$ cat src/rtl/div_share_ctrl_pkg.sv
// Shared definitions for the divider-sharing controller.
package div_share_ctrl_pkg;

  localparam int unsigned DIV_W = 32;

  typedef enum logic [1:0] {
    ST_IDLE = 2'd0,
    ST_CALC = 2'd1,
    ST_RESP = 2'd2
  } state_t;

  // Index width for v items; never less than one bit.
  function automatic int unsigned clog2(input int unsigned v);
    int unsigned r;
    r = 0;
    for (int unsigned i = 0; i < 32; i++) begin
      if ((64'd1 << i) < 64'(v)) r = i + 1;
    end
    return (r == 0) ? 1 : r;
  endfunction

endpackage

$ cat src/rtl/div_share_ctrl_div.sv
// Combinational unsigned divider with zero-divisor flag.
module div_comb #(
  parameter int unsigned W = 32
) (
  input  logic [W-1:0] a,
  input  logic [W-1:0] b,
  output logic [W-1:0] q,
  output logic [W-1:0] r,
  output logic         dz
);

  // Zero divisor yields zero results and raises the flag.
  always_comb begin
    q  = '0;
    r  = '0;
    dz = 1'b0;
    if (b == '0) begin
      dz = 1'b1;
    end else begin
      q = a / b;
      r = a % b;
    end
  end

endmodule

$ cat src/rtl/div_share_ctrl_rr_pick.sv
// Round-robin picker: first asserted request scanning upward from ptr, wrapping.
module rr_pick
  import div_share_ctrl_pkg::*;
#(
  parameter int unsigned N = 4
) (
  input  logic [N-1:0]          req,
  input  logic [clog2(N)-1:0]   ptr,
  output logic [N-1:0]          gnt,
  output logic [clog2(N)-1:0]   gnt_idx,
  output logic                  any
);

  localparam int unsigned IW = clog2(N);

  // Scan N positions starting at ptr; the first hit wins.
  always_comb begin
    int unsigned   pos;
    logic [IW-1:0] idx;
    gnt     = '0;
    gnt_idx = '0;
    any     = 1'b0;
    for (int unsigned k = 0; k < N; k++) begin
      pos = (int'(ptr) + k) % N;
      idx = IW'(pos);
      if (!any && req[idx]) begin
        any      = 1'b1;
        gnt[idx] = 1'b1;
        gnt_idx  = idx;
      end
    end
  end

endmodule

$ cat src/rtl/div_share_ctrl.sv
// Round-robin sequencer sharing one multicycle combinational divider among N_REQ requesters.
module div_share_ctrl
  import div_share_ctrl_pkg::*;
#(
  parameter int unsigned N_REQ       = 4,
  parameter int unsigned W           = DIV_W,
  parameter int unsigned CALC_CYCLES = 2
) (
  input  logic                      clk,
  input  logic                      rst,
  input  logic [N_REQ-1:0]          req_valid,
  output logic [N_REQ-1:0]          req_ready,
  input  logic [N_REQ*W-1:0]        req_a,
  input  logic [N_REQ*W-1:0]        req_b,
  output logic [N_REQ-1:0]          rsp_valid,
  input  logic [N_REQ-1:0]          rsp_ready,
  output logic [W-1:0]              rsp_q,
  output logic [W-1:0]              rsp_r,
  output logic                      rsp_err,
  output logic                      busy,
  output logic [clog2(N_REQ)-1:0]   grant_id
);

  localparam int unsigned IW = clog2(N_REQ);
  localparam logic [N_REQ-1:0] ONE = N_REQ'(1);

  state_t        state, state_nxt;
  logic [IW-1:0] ptr;
  logic [3:0]    cnt;
  logic [W-1:0]  op_a, op_b;

  logic [N_REQ-1:0] pick_gnt;
  logic [IW-1:0]    pick_idx;
  logic             pick_any;

  logic [W-1:0] div_q, div_r;
  logic         div_dz;

  logic xfer, calc_done, rsp_acc;

  rr_pick #(.N(N_REQ)) u_pick (
    .req     (req_valid),
    .ptr     (ptr),
    .gnt     (pick_gnt),
    .gnt_idx (pick_idx),
    .any     (pick_any)
  );

  div_comb #(.W(W)) u_div (
    .a  (op_a),
    .b  (op_b),
    .q  (div_q),
    .r  (div_r),
    .dz (div_dz)
  );

  assign req_ready = (state == ST_IDLE && !rst) ? pick_gnt : '0;
  assign xfer      = (state == ST_IDLE) && !rst && pick_any;
  assign calc_done = (state == ST_CALC) && (cnt == '0);
  assign rsp_acc   = (state == ST_RESP) && rsp_ready[grant_id];
  assign busy      = (state != ST_IDLE);

  // State register.
  always_ff @(posedge clk) begin
    if (rst) state <= ST_IDLE;
    else     state <= state_nxt;
  end

  // Next-state: grant, hold the divider for CALC_CYCLES, then wait for acceptance.
  always_comb begin
    state_nxt = state;
    unique case (state)
      ST_IDLE: if (xfer)      state_nxt = ST_CALC;
      ST_CALC: if (calc_done) state_nxt = ST_RESP;
      ST_RESP: if (rsp_acc)   state_nxt = ST_IDLE;
      default:                state_nxt = ST_IDLE;
    endcase
  end

  // Operand latch, cycle counter, result capture and pointer advance.
  always_ff @(posedge clk) begin
    if (rst) begin
      ptr       <= '0;
      grant_id  <= '0;
      cnt       <= '0;
      op_a      <= '0;
      op_b      <= '0;
      rsp_q     <= '0;
      rsp_r     <= '0;
      rsp_err   <= 1'b0;
      rsp_valid <= '0;
    end else begin
      if (xfer) begin
        op_a     <= req_a[pick_idx*W +: W];
        op_b     <= req_b[pick_idx*W +: W];
        grant_id <= pick_idx;
        cnt      <= 4'(CALC_CYCLES - 1);
      end
      if (state == ST_CALC) begin
        if (cnt == '0) begin
          rsp_q     <= div_dz ? '0 : div_q;
          rsp_r     <= div_dz ? '0 : div_r;
          rsp_err   <= div_dz;
          rsp_valid <= ONE << grant_id;
        end else begin
          cnt <= cnt - 4'd1;
        end
      end
      if (rsp_acc) begin
        rsp_valid <= '0;
        ptr       <= (grant_id == IW'(N_REQ - 1)) ? '0 : grant_id + 1'b1;
      end
    end
  end

endmodule
$ cat config.mk
export PLATFORM = sky130hd
export DESIGN_NAME = div_share_ctrl
export DESIGN_NICKNAME = d
export VERILOG_FILES = /design/src/rtl/div_share_ctrl_pkg.sv /design/src/rtl/div_share_ctrl_div.sv /design/src/rtl/div_share_ctrl_rr_pick.sv /design/src/rtl/div_share_ctrl.sv
export SDC_FILE = /design/constraint.sdc
export NUM_CORES = 2
export LEC_CHECK = 0
export BUFFER_PORTS_ARGS = -buffer_cell sky130_fd_sc_hd__buf_2
export CORE_MARGIN = 2
export CORE_UTILIZATION = 45
export CTS_CLUSTER_SIZE = 14
export DETAILED_ROUTE_END_ITERATION = 10
export MAX_ROUTING_LAYER = met4
export PLACE_DENSITY = 0.63
export SETUP_SLACK_MARGIN = 0.1
export SYNTH_ARGS = -nofsm -noshare
export SYNTH_HDL_FRONTEND = slang
export SYNTH_HIERARCHICAL = 1
export SYNTH_SLANG_ARGS = --single-unit
export TNS_END_PERCENT = 30
$ cat constraint.sdc
create_clock -name clk -period 178 [get_ports clk]
set_input_delay 17.8 -clock clk [delete_from_list [all_inputs] [get_ports clk]]
set_output_delay 17.8 -clock clk [all_outputs]
set_load 0.05 [all_outputs]
==> flow_summary.toml <==
[sta]
rsz0062_at_grt = "no"
maxSlewHeadroom = 0.1982
fin_skew_ns = 0.04365
final_hold_viol_count = 0
setup_tns_ns = 0
timing.fmax_mhz = 11.50
max_slew.worst_pin.slew_ns = 1.203
slew_viol_final = 0
setup_violations = 0
period_share = 0.4885
min_period_ns = 86.96

[placement]
placed_area_um2 = 41900
globalplace.congestion = 1.091
port_buffers = 341
dp_hpwl_um = 140000

[worst_setup_path]
cp-end-kind = "register"
slowest_delay_ns = 0.94
path_delay_family = "compound AO/OA/AOI/OAI gates"
r2r-end = "rsp_r[6]$_SDFFE_PP0P_"
startpoint_type = "register"
crit_arrival_ns = 87.37
crit_end = "rsp_r[6]$_SDFFE_PP0P_"
r2r_start = "op_b[20]$_SDFFE_PP0P_"
slowest_stage = "nand4_1"
rr_worst_depth = 280
critical_path_class = "register to register"
crit_fanout = 41
worst-r2r-setup-slack_ns = 91.04
cp_num_buf_inv = 21
required_ns = 178.41
crit_start = "op_b[20]$_SDFFE_PP0P_"
crit_cells = 280

[global_routing]
grt_pass1_vias = 42585
grt_max_degree = 76
grt_overflow = 0
grt_pass1_wl_um = 264400
track_usage = 0.3972
antenna_found_initial = 13

[clock_network]
postCtsSetupRepairBufs = 0
h-tree-depth = 4
path_clk_slew_ns = 0.08
clk_path_buf_depth = 2
cts_sinks = 143
root_buffer = "clkbuf_16"
clk_latency_ns = 0.52
cts_made_buffers = 17
cts.repair.resized = 0
hold_buffers = 0
cts_tree = "built"

[synthesis]
synth-compound-area-share = 0.3178
synthAdderAreaFrac = 0.1735
synth_mux_area_frac = 0.06440
post-synth-top-count-cell = "nand2_1"
synth_top_area_frac = 0.1730
synth.avg_cell_area_um2 = 7.098
synth_area_leaders = "ha_1, dfxtp_1, a21oi_1, nand2_1, xnor2_1"
ys_seq_elements = 143
synth-simple-area-share = 0.2413
synthArstFlopShare = 0
synthXorXnorAreaFrac = 0.08225
synth-edff-count = 0
ys_types = 121
seq_area_frac_synth = 0.07345
synth_top_family_by_area = "compound AO/OA/AOI/OAI gates"
synth-main-ff-cell = "dfxtp_1"
yosys_warnings = 6
syn_area_um2 = 38970
synthesis.nets = 6297
synthTopCellsByCount = "nand2_1, ha_1, nor2_1, a21oi_1, o21ai_0"
syn_inst = 5491
synth.largest_area_cell = "ha_1"

[floorplanning]
initial_core_util = 0.4556
die_area_um2 = 88980
core.rowCount = 107
io-pin-count = 342
die_w_um = 298.3
die_height_um = 298.3
coreArea_um2 = 85550

[final_layout]
drive_gt1_frac = 0.1312
post-route-util = 0.4967
fin_area_um2 = 42490
nets = 6511
syn_to_final_growth_pct = 9.027

[hold_path]
hold_path.class = "register to register"

[drt]
vias_per_cell = 6.668
ant_nets = 0
routedWlPerCell_um = 26.09
drc = 0
dr.pass1.iters = 7
routed_wl_um = 179300
drt-initial-drc-count = 5114
vias = 45840

[status]
status = "finished, final reports clean"

[job]
cap_violations = 0
## registers in the layout, indices dropped and copies added (netlist names)
name and count:
op_a 32, op_b 32, rsp_q 32, rsp_r 32, cnt 4, rsp_valid 4
grant_id 2, ptr 2, state 2, rsp_err 1
## logic make-up (layout without fill, tap and decap cells)
group | after synthesis | count (layout)
xor gates and xnor gates | 366 | 366
adders and majority gates | 540 | 540
other | 0 | 13
and+or+nand+nor | 1950 | 1950
muxes | 158 | 158
buffers and inverters | 453 | 680
DFF | 143 | 143
AOI/OAI and AO/OA | 1881 | 1881
## per-stage QoR
stage / hold slack (ns) / setup WS, ns / std cells
detailed placement: 0.4548 / 94.03 / 6830
CTS: 0.4645 / 93.76 / 6862
finish: 0.4609 / 91.04 / 6875
global route: 0.4997 / 86.23 / 6871
global placement: 0.4496 / 95.08 / 6830
floorplan: 0.4284 / 107.60 / 5491
## how the worst min path moves through the flow
stage / start / to / slack [ns] / cells after the start
2_1_floorplan: op_b[1]$_SDFFE_PP0P_ / op_b[1]$_SDFFE_PP0P_ / 0.43 / 2
3_3_place_gp: op_b[1]$_SDFFE_PP0P_ / op_b[1]$_SDFFE_PP0P_ / 0.45 / 2
3_5_place_dp: op_b[1]$_SDFFE_PP0P_ / op_b[1]$_SDFFE_PP0P_ / 0.45 / 2
4_1_cts: op_b[1]$_SDFFE_PP0P_ / op_b[1]$_SDFFE_PP0P_ / 0.46 / 2
5_1_grt: rsp_r[29]$_SDFFE_PP0P_ / rsp_r[29]$_SDFFE_PP0P_ / 0.50 / 2
6_report: op_b[1]$_SDFFE_PP0P_ / op_b[1]$_SDFFE_PP0P_ / 0.46 / 2
## placed cells by master, fill, tap and decap left out, types with 31 or more instances in the layout
cell        n
inv_1     204
mux2i_1    34
o31ai_1    36
nor2b_1    31
mux4_2     66
nand2_1   625
nor3_1    170
nand4_1    60
buf_4      89
nor4_1     35
nand2b_1   44
o21a_1    138
a211oi_1   43
mux2_2     56
nor2_1    527
a21oi_1   503
buf_2     341
xor2_1    138
ha_1      539
or2_2      45
o211ai_1   50
and2_1     35
or3_1      53
xnor2_1   228
o21ai_1    45
a21o_1    190
nand4b_1   67
nand3_1   114
a31oi_1    82
o21ai_0   356
dfxtp_1   142
o21bai_1   53
and3_1     55
## tightest hold or removal path, stage by stage (launching register included)
cell,delay (ns)
dfxtp_1,0.32
nand2_1,0.06
o21ai_1,0.05
## layout make-up
| type | count | area [um2] |
|---|---|---|
| antenna | 13 | 32.53 |
| clock buffer | 18 | 429.2 |
| clock inverter | 14 | 125.1 |
| fill | 8689 | 43060 |
| inverter | 218 | 819.5 |
| multi-input combinational | 4895 | 34420 |
| sequential | 143 | 2864 |
| tap | 1144 | 1431 |
| timing repair buffer | 430 | 2375 |
## layer usage
layer / global-route usage / routed length (um) / part of all wire / up-vias
met4: 0.2036 / 10470 / 0.058 / 0
met3: 0.07095 / 17830 / 0.099 / 560
li1: - / - / - / 21040
met5: - / 0 / 0 / -
met2: 0.6059 / 77480 / 0.43 / 2636
met1: 0.5008 / 73560 / 0.41 / 21604
Power is not shown: default switching activity piles up to over one toggle a cycle in this logic, so the estimate is an artifact.
